$ cat src/rtl/timer_digit_loader.sv
// rtl/timer_digit_loader.sv - keypad digit buffer and parallel-load driver for the mm:ss countdown chain
module timer_digit_loader #(
   parameter int NDIG = 4
) (
   input  logic              clk,
   input  logic              clearn,
   input  logic [3:0]        key_in,
   input  logic              key_valid,
   input  logic              start,
   input  logic              cancel,
   output logic [4*NDIG-1:0] data_out,
   output logic              load_n,
   output logic [2:0]        digit_count,
   output logic              armed,
   output logic              err
);

   typedef enum logic [1:0] {
      S_IDLE,
      S_ENTRY,
      S_LOAD,
      S_ARMED
   } state_t;

   state_t            r_state;
   logic [4*NDIG-1:0] r_data;
   logic [2:0]        r_count;
   logic              r_load_n;
   logic              r_armed;
   logic              r_err;
   logic              r_key_prev;
   logic              r_key_seen_low;

   state_t            w_state;
   logic [4*NDIG-1:0] w_data;
   logic [2:0]        w_count;
   logic              w_load_n;
   logic              w_armed;
   logic              w_err;
   logic              w_key_event;
   logic              w_key_ok;
   logic              w_room;
   logic              w_start_ok;

   // A key held across reset release must be let go before it counts.
   assign w_key_event = key_valid & ~r_key_prev & r_key_seen_low;
   assign w_key_ok    = (key_in <= 4'd9);
   assign w_room      = (r_count < 3'(NDIG));
   assign w_start_ok  = (r_count != 3'd0) && (r_data[7:4] <= 4'd5);

   always_comb begin
      w_state  = r_state;
      w_data   = r_data;
      w_count  = r_count;
      w_load_n = 1'b1;
      w_armed  = r_armed;
      w_err    = 1'b0;
      if (cancel) begin
         w_state = S_IDLE;
         w_data  = '0;
         w_count = 3'd0;
         w_armed = 1'b0;
      end else begin
         case (r_state)
            S_IDLE: begin
               if (start) begin
                  w_err = 1'b1;
               end else if (w_key_event) begin
                  if (w_key_ok) begin
                     w_data  = {r_data[4*NDIG-5:0], key_in};
                     w_count = r_count + 3'd1;
                     w_state = S_ENTRY;
                  end else begin
                     w_err = 1'b1;
                  end
               end
            end
            S_ENTRY: begin
               if (start) begin
                  if (w_start_ok) begin
                     w_state  = S_LOAD;
                     w_load_n = 1'b0;
                  end else begin
                     w_err = 1'b1;
                  end
               end else if (w_key_event) begin
                  if (w_key_ok && w_room) begin
                     w_data  = {r_data[4*NDIG-5:0], key_in};
                     w_count = r_count + 3'd1;
                  end else begin
                     w_err = 1'b1;
                  end
               end
            end
            S_LOAD: begin
               w_state = S_ARMED;
               w_armed = 1'b1;
            end
            S_ARMED: begin
               if (start) begin
                  if (w_start_ok) begin
                     w_state  = S_LOAD;
                     w_load_n = 1'b0;
                  end else begin
                     w_err = 1'b1;
                  end
               end else if (w_key_event) begin
                  // First edit after a load starts a fresh entry.
                  if (w_key_ok) begin
                     w_data  = {{(4*NDIG-4){1'b0}}, key_in};
                     w_count = 3'd1;
                     w_armed = 1'b0;
                     w_state = S_ENTRY;
                  end else begin
                     w_err = 1'b1;
                  end
               end
            end
            default: begin
               w_state = S_IDLE;
               w_data  = '0;
               w_count = 3'd0;
               w_armed = 1'b0;
            end
         endcase
      end
   end

   always_ff @(posedge clk or negedge clearn) begin
      if (!clearn) begin
         r_state        <= S_IDLE;
         r_data         <= '0;
         r_count        <= 3'd0;
         r_load_n       <= 1'b1;
         r_armed        <= 1'b0;
         r_err          <= 1'b0;
         r_key_prev     <= 1'b0;
         r_key_seen_low <= 1'b0;
      end else begin
         r_state        <= w_state;
         r_data         <= w_data;
         r_count        <= w_count;
         r_load_n       <= w_load_n;
         r_armed        <= w_armed;
         r_err          <= w_err;
         r_key_prev     <= key_valid;
         r_key_seen_low <= r_key_seen_low | ~key_valid;
      end
   end

   assign data_out    = r_data;
   assign load_n      = r_load_n;
   assign digit_count = r_count;
   assign armed       = r_armed;
   assign err         = r_err;

endmodule

$ cat config.mk
export PLATFORM = sky130hd
export DESIGN_NAME = timer_digit_loader
export DESIGN_NICKNAME = d
export VERILOG_FILES = /design/src/rtl/timer_digit_loader.sv
export SDC_FILE = /design/constraint.sdc
export NUM_CORES = 1
export LEC_CHECK = 0
export CAP_MARGIN = 20
export CORE_MARGIN = 2
export CORE_UTILIZATION = 46
export CTS_BUF_LIST = sky130_fd_sc_hd__clkbuf_4
export CTS_CLUSTER_SIZE = 8
export DETAILED_ROUTE_END_ITERATION = 12
export GPL_TIMING_DRIVEN = 0
export PLACE_DENSITY_LB_ADDON = 0.05
export SLEW_MARGIN = 25
export SYNTH_ARGS = -nofsm -noshare
export SYNTH_HDL_FRONTEND = slang
export SYNTH_SLANG_ARGS = --single-unit
$ cat constraint.sdc
create_clock -name clk -period 1.8 [get_ports clk]
set_clock_uncertainty 0.15 [all_clocks]
set_input_delay 0.54 -clock clk [delete_from_list [all_inputs] [get_ports clk]]
set_output_delay 0.54 -clock clk [all_outputs]
set_load 0.05 [all_outputs]
**After elaboration in Yosys (flattened, before gate mapping)**

Index checks and enable logic that the tools add are counted.

- Bits of input ports: 9
- Output and inout port bits: 22
- Word-level logic and storage cells: 88
- Register bits after elaboration: 26

- Add/subtract/negate cells: 1
- Bitwise logic cells: 5
- $lt $le $gt $ge: 3
- Muxes and demuxes: 48
- Reductions and logical operators: 10
- Eq/ne operators: 13

Operators by type and width:

| cell | number |
|---|---|
| 16-bit 2-to-1 mux | 10 |
| 16-bit case mux with 3 select lines | 1 |
| 3-bit 2-to-1 mux | 10 |
| 3-bit != test, second input constant | 10 |
| 1-bit 2-to-1 mux | 16 |
| 2-bit 2-to-1 mux | 7 |
| 10-bit AND reduction | 1 |
| 3-bit case mux with 3 select lines | 1 |
| 2-bit case mux with 4 select lines | 1 |
| 3-bit nonzero test | 2 |
| 2-bit == test, second input constant | 2 |
| 4-bit by 3-bit less-or-equal comparator with 1-bit output, second input constant | 1 |
| 4-bit less-or-equal comparator, second input constant | 1 |
| 4-bit AND reduction | 1 |
| 4-bit nonzero test | 1 |
| 3-bit by 1-bit adder with 3-bit output, second input constant | 1 |
| 3-bit less-than comparator, second input constant | 1 |
| 1-bit case mux with 3 select lines | 1 |
| 1-bit AND | 2 |
| 2-bit by 1-bit == test with 1-bit output, second input constant | 1 |
| 1-bit logical AND | 2 |
| 2-bit zero test | 1 |
| 1-bit NOT | 2 |
| 1-bit case mux with 2 select lines | 1 |
| 3 further kinds | 3 |

**Longest topological paths before layout**

- Depth in word-level cells: 7
- Depth in mapped cells: 7

**Least setup slack after synthesis**

OpenSTA, ideal clock, no wires.

- Path type: in2reg
- Start point: in key_valid
- End point: reg r_data[0] (netlist: data_out[0])
- Slack: -61 ps
- Required time: 1525 ps
- Arrival time: 1586 ps
- Cell stages on the path: 5
- Cell sequence: and3b_1 -> nand3_1 -> a22oi_2 -> buf_6 -> mux2_4

- Word-level cells in the longest chain between the ends: 4

Ends and longest elaborated chain:

| element | RTL line | text |
|---|---|---|
| from (decl) | 8 | `input logic key_valid,` |
| 1-bit AND (*) (2 in series) | 46 | `assign w_key_event = key_valid & ~r_key_prev & r_key_seen_low;` |
| 3-bit != test (no source line) | -- |  |
| 10-bit AND reduction (no source line) (*) | -- |  |
| to (signal assigned) | 141 | `r_data <= w_data;` |
| to (decl) | 26 | `logic [4*NDIG-1:0] r_data;` |

Every way passes the cells marked *; elsewhere a longest branch is shown, timed or not.
A chain may end at the register's enable or synchronous reset.

**Final worst setup path**

- Start point: reg r_state[0]
- End point: reg r_data[3] (netlist: data_out[3])

- Word-level cells in the longest chain between the ends: 3

Ends and longest elaborated chain:

| element | RTL line | text |
|---|---|---|
| from (decl) | 25 | `state_t r_state;` |
| from (signal assigned) | 140 | `r_state <= w_state;` |
| 2-bit by 1-bit == test with 1-bit output, or another cell as far along | 64 | `case (r_state)` |
| 3-bit != test (no source line), or another cell as far along | -- |  |
| 10-bit AND reduction (no source line) / 16-bit 2-to-1 mux (equally long branches) | -- |  |

Several ways; a longest one is shown, not always the timed one.

==> results.py <==
metrics = {
    "outcome": {
        "status": "finished with violations",
        "violations": "setup timing",
    },
    "finish": {
        "area_growth_pct": 31.2,
        "postLayoutCoreUtil_pct": 64.1,
        "final_common_cell": "dfrtp_1",
        "insertedDiodeCount": 0,
        "final_nets": 177,
        "final_cell_mix": "dfrtp_1 (20), buf_2 (18), inv_1 (17)",
        "drive_gt1_share_pct": 40.6,
    },
    "min_path": {
        "hold_class": "in -> async",
    },
    "drt": {
        "vias": 1034,
        "wl_per_cell_um": 15.2,
        "viasPerCell": 5.28,
        "firstDrtPassIters": 4,
        "drtIter0Drc": 26,
        "ant_nets": 0,
        "post-route-drc-count": 0,
        "drt_wl_total_mm": 2.98,
    },
    "clock_network": {
        "root_buffer": "clkbuf_4",
        "numClockSinks": 26,
        "cts_tree": "built",
        "clk_latency_ns": 0.34,
        "clockBufferDepth": 2,
        "cts_buffers": 3,
        "clkTransAtPathRegs_ns": 0.15,
        "htreeDepth": 1,
    },
    "critical_path": {
        "cp.arrival_ns": 1.92,
        "r2r-start": "r_state[0]$_DFFE_PN0P_",
        "worstPathMaxFanout": 8,
        "start_kind": "flop",
        "crit_family": "flip-flops",
        "critPathBufInv": 2,
        "r2r_cells": 6,
        "crit_path_cell_trace": "nor3b_4 -> a21boi_2 -> a22oi_2 -> buf_6 -> buf_12 -> mux2_4",
        "path_class": "reg -> reg",
        "slowest_delay_ns": 0.48,
        "rrSetupSlack_ns": -0.04,
        "r2r_end": "data_out[3]$_DFFE_PN0P_",
        "worstPathRequired_ns": 1.88,
        "end_kind": "flop",
        "cp_slowest_cell": "dfrtp_2",
    },
    "global_route": {
        "grtUsageTotal_pct": 20.2,
        "grt_pass1_vias": 1056,
        "grt_pass1_wl_mm": 5.02,
        "grt_max_degree": 27,
        "grt.overflow.total": 0,
        "antenna_found_initial": 0,
    },
    "place": {
        "dp_hpwl_mm": 1.83,
        "port_buffers": 30,
        "gp_congestion": 0.771,
    },
    "die": {
        "core_area_mm2": 0.00276,
        "row_count": 19,
        "die_area_mm2": 0.00338,
        "floorplan.initialDensity_pct": 48.8,
        "die_h_um": 58.1,
        "io_pins": 31,
        "die_width_um": 58.1,
    },
    "pwr": {
        "finalPower_mw": 1.78,
        "power_leakage_nw": 0.843,
        "max-vdd-ir-drop_mv": 0.701,
        "powerDensity_mw_per_mm2": 1010,
    },
    "sta": {
        "rsz0062_at_grt": "yes",
        "worst_pin_slew_ns": 0.578,
        "fin_crit_sh_pct": 102,
        "layout_min_cycle_time_ns": 1.84,
        "maxSlewHeadroom_pct": 61.5,
        "hold_viol": 0,
        "fmax_ghz": 0.543,
        "setup_viol": 4,
        "fin_ws_ns": -0.0427,
        "drv_slew": 0,
    },
    "synthesis": {
        "avgSynthCellArea_um2": 11.0,
        "syn_area_mm2": 0.00135,
        "synth_cell_type_count": 36,
        "yosys_warnings": 0,
        "synth_top_area_share_pct": 46.5,
        "syn_inst": 122,
        "synth_nets": 133,
        "yosysTopAreaCell": "dfrtp_1",
        "ys_top_cells_by_area": "dfrtp_1 (46%), mux2i_1 (9.7%), mux2_4 (5.6%)",
        "synth_seq_area_share_pct": 48.4,
        "ys_seq_elements": 26,
    },
    "job": {
        "drv_cap": 0,
    },
}
-- logic make-up (layout without fill, tap and decap cells) --
family	Yosys count	count (layout)	share of synthesized area, %
AND/OR/NAND/NOR	36	36	13.8
multiplexers	18	18	15.2
buffers and inverters	23	66	8.74
AO/OA/AOI/OAI	17	17	11.9
adder cells (fa/ha/maj)	2	2	1.86
flip-flops	26	26	48.4
-- registers in the layout, summed over array words and instances (netlist names) --
register        flops
armed               1
data_out           16
digit_count         3
err                 1
load_n              1
r_key_prev          1
r_key_seen_low      1
r_state             2
-- cells in the mapped netlist, drive strengths merged --
library cell  number
dfrtp             25
inv               18
nand2             15
mux2i             13
a21oi              6
mux2               5
nor2b              5
nor2               4
buf                3
nand2b             3
a22oi              2
clkbuf             2
ha                 2
nand3              2
o21ai              2
a211oi             1
a21boi             1
a221oi             1
and3               1
and3b              1
dfstp              1
nand3b             1
nand4              1
nor3               1
nor3b              1
nor4               1
o211ai             1
o22ai              1
o2bb2ai            1
o31ai              1
-- report_power, final --
part | internal [mW] | switching, mW | leakage, nW
logic | 0.227 | 0.420 | 0.482
registers | 0.656 | 0.0649 | 0.333
clock network | 0.226 | 0.183 | 0.0279
-- how the worst max path moves through the flow --
stage	end	cells after the start	slack, ns	startpoint
floorplan	data_out[0]$_DFFE_PN0P_	5	0.004	key_valid
detailed placement	data_out[5]$_DFFE_PN0P_	7	-0.66	start
CTS	data_out[5]$_DFFE_PN0P_	7	-0.03	r_key_prev$_DFF_PN0_
finish	data_out[3]$_DFFE_PN0P_	6	-0.04	r_state[0]$_DFFE_PN0P_
global route	data_out[1]$_DFFE_PN0P_	6	-0.08	r_state[0]$_DFFE_PN0P_
global placement	data_out[3]$_DFFE_PN0P_	6	-0.61	start
-- worst register-to-register path: stages, from the launching register on --
cell and delay [ns]:
dfrtp_2 0.48, nor3b_4 0.24, a21boi_2 0.08, a22oi_2 0.22, buf_6 0.16, buf_12 0.12
mux2_4 0.29
-- stage by stage --
step                      hold WS (ns)  setup TNS [ns]  instance area, um^2  worst slack, ns  instances
after floorplan                 0.0944               0                 1350          0.00363        122
after global placement           0.293          -21.54                 1690           -0.615        183
after detailed placement         0.297          -14.23                 1690           -0.658        183
after CTS                       0.0364          -0.198                 1800          -0.0291        198
after global routing            0.0375          -0.309                 1770          -0.0837        196
final                           0.0227          -0.158                 1770          -0.0427        196
-- timing repair --
| item | CTS | global route |
|---|---|---|
| resized for setup | 112 | 21 |
| setup buffers | 9 | 1 |
| pin swaps | 6 | 2 |
| cloned | 2 | 0 |
| endpoints found under the setup margin | 45 | 28 |
| hold buffers | 0 | 0 |
-- area by class of cell --
type	instances	area, um^2
fill	243	991
sequential	26	658
multi-input combinational	73	607
timing repair buffer	41	317
inverter	18	67.6
tap	31	38.8
clock inverter	1	30.0
buffer	3	26.3
clock buffer	3	22.5
-- routing by layer --
layer	vias to the layer above	global-route usage [%]	share of wire, %
li1	493	-	-
met3	7	3.13	4.1
met5	-	0	0
met1	511	25.3	44
met2	23	33.0	49
met4	0	11.6	2.4
Power figures use the tool's default switching activity.
